## config.mk

```make
export PLATFORM = sky130hd
export DESIGN_NAME = braille_msg_sequencer
export DESIGN_NICKNAME = d
export VERILOG_FILES = /design/src/rtl/braille_msg_sequencer.sv
export SDC_FILE = /design/constraint.sdc
export NUM_CORES = 1
export LEC_CHECK = 0
export ABC_CLOCK_PERIOD_IN_PS = 3500
export BUFFER_PORTS_ARGS = -buffer_cell sky130_fd_sc_hd__clkbuf_2
export CORE_ASPECT_RATIO = 2
export CORE_MARGIN = 4
export CORE_UTILIZATION = 60
export CTS_CLUSTER_SIZE = 24
export DETAILED_ROUTE_END_ITERATION = 6
export PLACE_DENSITY_LB_ADDON = 0.25
export RECOVER_POWER = 50
export SETUP_SLACK_MARGIN = 0.2
export SYNTH_ARGS = -nofsm -noshare
export SYNTH_HDL_FRONTEND = slang
export SYNTH_SLANG_ARGS = --single-unit
```

## constraint.sdc

```tcl
create_clock -name CLOCK_50 -period 3.5 [get_ports CLOCK_50]
set_input_delay 0.35 -clock CLOCK_50 [delete_from_list [all_inputs] [get_ports CLOCK_50]]
set_output_delay 0.35 -clock CLOCK_50 [all_outputs]
set_load 0.02 [all_outputs]
```

## src/rtl/braille_msg_sequencer.sv

```systemverilog
// Braille message sequencer: KEY1 captures SW cells, KEY2 replays/stops, KEY3 clears. BRAILLE_LOOP_EN repeats playback.
// Latency: key edge to action is 2 sync + DB_CYCLES + 1 cycles; CELL/CELL_VALID/PLAYING/COUNT/OVF are registered.
// Backpressure: none; each key press is acted on in the cycle it is seen.
module braille_msg_sequencer #(
   parameter int DEPTH     = 16,
   parameter int DWELL     = 50_000_000,
   parameter int GAP       = 12_500_000,
   parameter int DB_CYCLES = 500_000
) (
   input  logic                       CLOCK_50,
   input  logic                       KEY0,
   input  logic                       KEY1,
   input  logic                       KEY2,
   input  logic                       KEY3,
   input  logic [0:5]                 SW,
   output logic [0:5]                 CELL,
   output logic                       CELL_VALID,
   output logic [$clog2(DEPTH+1)-1:0] COUNT,
   output logic                       PLAYING,
   output logic                       OVF
);

   localparam int CW   = $clog2(DEPTH + 1);
   localparam int IW   = $clog2(DEPTH);
   localparam int TMAX = (DWELL > GAP) ? DWELL : GAP;
   localparam int TW   = $clog2(TMAX + 1);
   localparam int DBW  = $clog2(DB_CYCLES + 1);

   localparam logic [TW-1:0]  DWELL_LAST = TW'(DWELL - 1);
   localparam logic [TW-1:0]  GAP_LAST   = TW'(GAP - 1);
   localparam logic [DBW-1:0] DB_LAST    = DBW'(DB_CYCLES - 1);
   localparam logic [CW-1:0]  FULL       = CW'(DEPTH);

   typedef enum logic [1:0] {S_IDLE, S_PLAY, S_GAP} state_t;

   state_t          state;
   logic [2:0]      key_s1, key_s2;
   logic [0:5]      sw_s1, sw_s2;
   logic [2:0]      db_pressed, press;
   logic [DBW-1:0]  db_cnt [3];
   logic [0:5]      cell_mem [DEPTH];
   logic [IW-1:0]   idx;
   logic [TW-1:0]   timer;
   logic [CW-1:0]   nxt;
   logic            wr_en;

   always_ff @(posedge CLOCK_50) begin
      if (!KEY0) begin
         key_s1 <= '1;
         key_s2 <= '1;
         sw_s1  <= '0;
         sw_s2  <= '0;
      end else begin
         key_s1 <= {KEY3, KEY2, KEY1};
         key_s2 <= key_s1;
         sw_s1  <= SW;
         sw_s2  <= sw_s1;
      end
   end

   // Debounced level flips only after DB_CYCLES samples disagreeing with it; press pulses on the flip to pressed.
   always_ff @(posedge CLOCK_50) begin
      if (!KEY0) begin
         db_pressed <= '0;
         press      <= '0;
         for (int k = 0; k < 3; k++) db_cnt[k] <= '0;
      end else begin
         for (int k = 0; k < 3; k++) begin
            press[k] <= 1'b0;
            if (!key_s2[k] == db_pressed[k]) begin
               db_cnt[k] <= '0;
            end else if (db_cnt[k] == DB_LAST) begin
               db_cnt[k]     <= '0;
               db_pressed[k] <= ~db_pressed[k];
               press[k]      <= ~db_pressed[k];
            end else begin
               db_cnt[k] <= db_cnt[k] + DBW'(1);
            end
         end
      end
   end

   assign wr_en = (state == S_IDLE) && press[0] && !press[1] && !press[2] && (COUNT != FULL);
   assign nxt   = CW'(idx) + CW'(1);

   always_ff @(posedge CLOCK_50) begin
      if (wr_en) cell_mem[COUNT[IW-1:0]] <= sw_s2;
   end

   always_ff @(posedge CLOCK_50) begin
      if (!KEY0) begin
         state      <= S_IDLE;
         CELL       <= '0;
         CELL_VALID <= 1'b0;
         COUNT      <= '0;
         PLAYING    <= 1'b0;
         OVF        <= 1'b0;
         idx        <= '0;
         timer      <= '0;
      end else begin
         case (state)
            S_IDLE: begin
               if (press[2]) begin
                  COUNT <= '0;
                  OVF   <= 1'b0;
               end else if (press[1]) begin
                  if (COUNT != '0) begin
                     idx        <= '0;
                     timer      <= '0;
                     state      <= S_PLAY;
                     PLAYING    <= 1'b1;
                     CELL       <= cell_mem[0];
                     CELL_VALID <= 1'b1;
                  end
               end else if (press[0]) begin
                  if (COUNT == FULL) OVF <= 1'b1;
                  else               COUNT <= COUNT + CW'(1);
               end
            end
            default: begin
               if (press[1]) begin
                  state      <= S_IDLE;
                  PLAYING    <= 1'b0;
                  CELL       <= '0;
                  CELL_VALID <= 1'b0;
                  timer      <= '0;
               end else if (state == S_PLAY) begin
                  if (timer == DWELL_LAST) begin
                     timer      <= '0;
                     state      <= S_GAP;
                     CELL       <= '0;
                     CELL_VALID <= 1'b0;
                  end else begin
                     timer <= timer + TW'(1);
                  end
               end else if (timer == GAP_LAST) begin
                  timer <= '0;
                  if (nxt < COUNT) begin
                     idx        <= nxt[IW-1:0];
                     state      <= S_PLAY;
                     CELL       <= cell_mem[nxt[IW-1:0]];
                     CELL_VALID <= 1'b1;
                  end else begin
`ifdef BRAILLE_LOOP_EN
                     idx        <= '0;
                     state      <= S_PLAY;
                     CELL       <= cell_mem[0];
                     CELL_VALID <= 1'b1;
`else
                     state      <= S_IDLE;
                     PLAYING    <= 1'b0;
`endif
                  end
               end else begin
                  timer <= timer + TW'(1);
               end
            end
         endcase
      end
   end

endmodule

```

==> impl_metrics.csv <==
group,metric,value,unit
status,status,"finished, violations left",
status,violations,"capacitance limit, slew limit",
min_path,hp-start,"KEY1",
worst_setup_path,rrSetupSlack,550,ps
drt,via_per_inst,5.80,
clock_tree,clkLatencyLatePin,480,ps
drt,drcViolationCount,0,
worst_setup_path,required,3610,ps
timing,finalCritPeriodShare,0.843,
global_routing,grt_max_degree,39,
drt,drt_iter0_markers,334,
clock_tree,clockBufferDepth,3,
clock_tree,cts_root_buf,"clkbuf_16",
timing,finalSetupTns,0,ps
worst_setup_path,r2r-end,"cell_mem[3][5]",
layout,synthToLayoutAreaGrowth,10.9,%
floorplan,die_w,98.6,um
floorplan,start_util,0.609,
timing,clock_skew,7.52,ps
pwr,finalPower,0.00497,W
worst_setup_path,reg2reg_depth,6,
min_path,min_path_type,"input pin to register",
clock_tree,cts_tree,"yes",
timing,fmax,339,MHz
yosys,ys.flop_type,"edfxtp_1",
timing,setup_violations,0,
worst_setup_path,cp-start-kind,"register",
timing,hold_violations,0,
yosys,synth_area_per_cell,12.2,um^2
pwr,leakagePower,3.75,nW
global_routing,track_usage,0.226,
floorplan,core,0.0162,mm^2
worst_setup_path,critPathCaptureType,"register",
yosys,netlist.area_leader.share,0.466,
yosys,yosysTopAreaCell,"edfxtp_1",
clock_tree,cts_hold_buf,0,
clock_tree,cts.sinks,223,
global_routing,antenna_found_initial,0,
placement,dp_hpwl,14.8,mm
drt,ant_nets,0,
timing,relSlewSlack,-0.199,
worst_setup_path,crit-reg2reg-launch,"COUNT[0]",
clock_tree,cts_made_buffers,19,
clock_tree,path_clk_slew,70,ps
yosys,async_flop_share,0,
floorplan,rows,66,
worst_setup_path,arrival,3060,ps
yosys,ys_ff_latch,223,
worst_setup_path,path_max_fanout,8,
global_routing,grt_pass1_vias,6632,
yosys,yosysSeqAreaShare,0.608,
placement,io_buffers,24,
layout,drive_above_1_share,0.0879,
global_routing,overflow,0,
clock_tree,cts_setup_buffers,0,
layout,fin_util,0.675,
worst_setup_path,critPathKind,"register to register",
timing,finalCriticalPeriod,2950,ps
yosys,yosys_warnings,0,
yosys,yosys-top-cells-area,"edfxtp_1 (47%), dfxtp_1 (14%), mux4_2 (5.5%)",
layout,nNetsFinal,911,
global_routing,grt_pass1_wl,33.5,mm
layout,n_antenna_cell,0,
timing,rsz0062_at_grt,"no",
drt,dr_total_vias,6399,
placement,gp_congestion,0.960,
clock_tree,htree_levels,1,
floorplan,ios,25,
drt,routedWlPerCell,18.5,um
pwr,powerDensity,455,mW/mm^2
drt,first_pass_iters,7,
flow_run,maxCapViolCount,1,
min_path,hold_end,"key_s1[0]",
pwr,vdd_drop_max,0.479,mV
yosys,syn_area,0.00986,mm^2
min_path,min_path_cells,2,
yosys,ys_types,59,
timing,worstMarginPinSlew,1800,ps
floorplan,die_h,189,um
floorplan,fp.dieArea,0.0187,mm^2
timing,slew_violations,39,
drt,drt_wl_total,20.4,mm
yosys,synth_cells,805,
yosys,synth_edf_count,153,
[logic make-up after synthesis]
group           count (synthesis)  share of synthesized area
compound gates                 66                     0.0441
xor+xnor                       74                     0.0658
fa+ha+maj                      13                     0.0165
buf+inv                        49                     0.0222
flops                         223                      0.608
mux                            41                     0.0721
other cells                     1                   0.000380
simple gates                  338                      0.171
[cell usage after synthesis (2+ instances only)]
master / number
nand3_1: 33
buf_4: 2
edfxtp_1: 153
o21a_1: 2
nand2b_1: 12
buf_2: 4
dfxtp_1: 70
o211a_1: 2
buf_6: 3
mux2i_1: 17
or4_1: 2
nor4_1: 12
a211oi_1: 9
o21ai_0: 14
or2_2: 5
and3_1: 8
nand4_1: 25
ha_1: 13
nor2b_1: 3
mux4_2: 24
xnor2_1: 28
nor2_1: 122
o211ai_1: 3
or3_1: 10
and4_1: 4
xor2_1: 46
inv_1: 21
clkbuf_1: 17
nor4b_1: 4
nand2_1: 45
a21oi_1: 25
nor3b_1: 2
and2_1: 15
nor3_1: 25
[layer usage]
layer / up-vias / track usage / share of wire
li1: 3045 / - / -
met3: 55 / 0.0243 / 0.043
met1: 3101 / 0.232 / 0.33
met2: 198 / 0.444 / 0.58
met4: 0 / 0.102 / 0.047
met5: - / 0 / 0
[cell type report]
class | instances | area, um^2
fillers | 1240 | 5260
inverters | 22 | 82.6
clock inverters | 6 | 52.6
multi-input cells | 589 | 3850
flip-flops and latches | 223 | 6000
well taps | 204 | 255
clock buffers | 27 | 527
repair buffers | 32 | 158
[timing repair]
action	CTS	global route
gates resized for setup	0	1
endpoints found under the setup margin	0	54
hold endpoints to repair	0	0
[worst max-delay path, cell delays in order, from the launching register on]
cell and delay, ps:
dfxtp_1 470, inv_1 120, ha_1 240, nor4bb_1 180, nor4_2 590, nand2_1 310, nor3_1 670
[where the power goes]
part / switching (W) / leakage [nW] / internal [W]
logic: 0.0000513 / 1.34 / 0.0000314
registers: 0.0000466 / 2.12 / 0.00284
clock network: 0.000869 / 0.284 / 0.00112
[registers in the layout (all words and copies together) (netlist names)]
signal	count
db_cnt	57
idx	4
key_s2	3
OVF	1
key_s1	3
PLAYING	1
timer	26
CELL	6
cell_mem	96
press	3
state	2
COUNT	5
sw_s2	6
sw_s1	6
db_pressed	3
CELL_VALID	1
[worst max-delay path by stage]
stage | start | end | slack, ps | cells past startpoint
floorplan | idx[0] | CELL[1] | 610 | 11
global placement | COUNT[0] | cell_mem[0][2] | 400 | 6
detailed placement | COUNT[0] | cell_mem[0][1] | 240 | 6
CTS | COUNT[0] | cell_mem[0][2] | 250 | 6
global route | COUNT[0] | cell_mem[2][2] | 320 | 6
finish | COUNT[0] | cell_mem[3][5] | 550 | 6
[metrics by stage]
stage | hold WS, ps | instances | instance area (um^2) | setup WS [ps]
global placement | 393 | 1070 | 10400 | 402
floorplan | 386 | 861 | 10100 | 608
detailed placement | 395 | 1070 | 10400 | 240
global route | 49.3 | 1103 | 10900 | 320
CTS | 43.4 | 1103 | 10900 | 251
finish | 56.0 | 1103 | 10900 | 548
[cell usage in the layout, fill, tap and decap left out, types with 10 or more instances in the layout]
master     instances
edfxtp_1         153
nor2_1           122
dfxtp_1           69
conb_1            57
xor2_1            46
nand2_1           46
nand3_1           33
xnor2_1           28
nor3_1            25
nand4_1           25
a21oi_1           25
mux4_2            24
clkbuf_1          23
inv_1             21
clkbuf_16         20
mux2i_1           17
o21ai_0           14
ha_1              13
nand2b_1          12
nor4_1            11
and2_1            10
or3_1             10
Power figures use the tool's default switching activity.
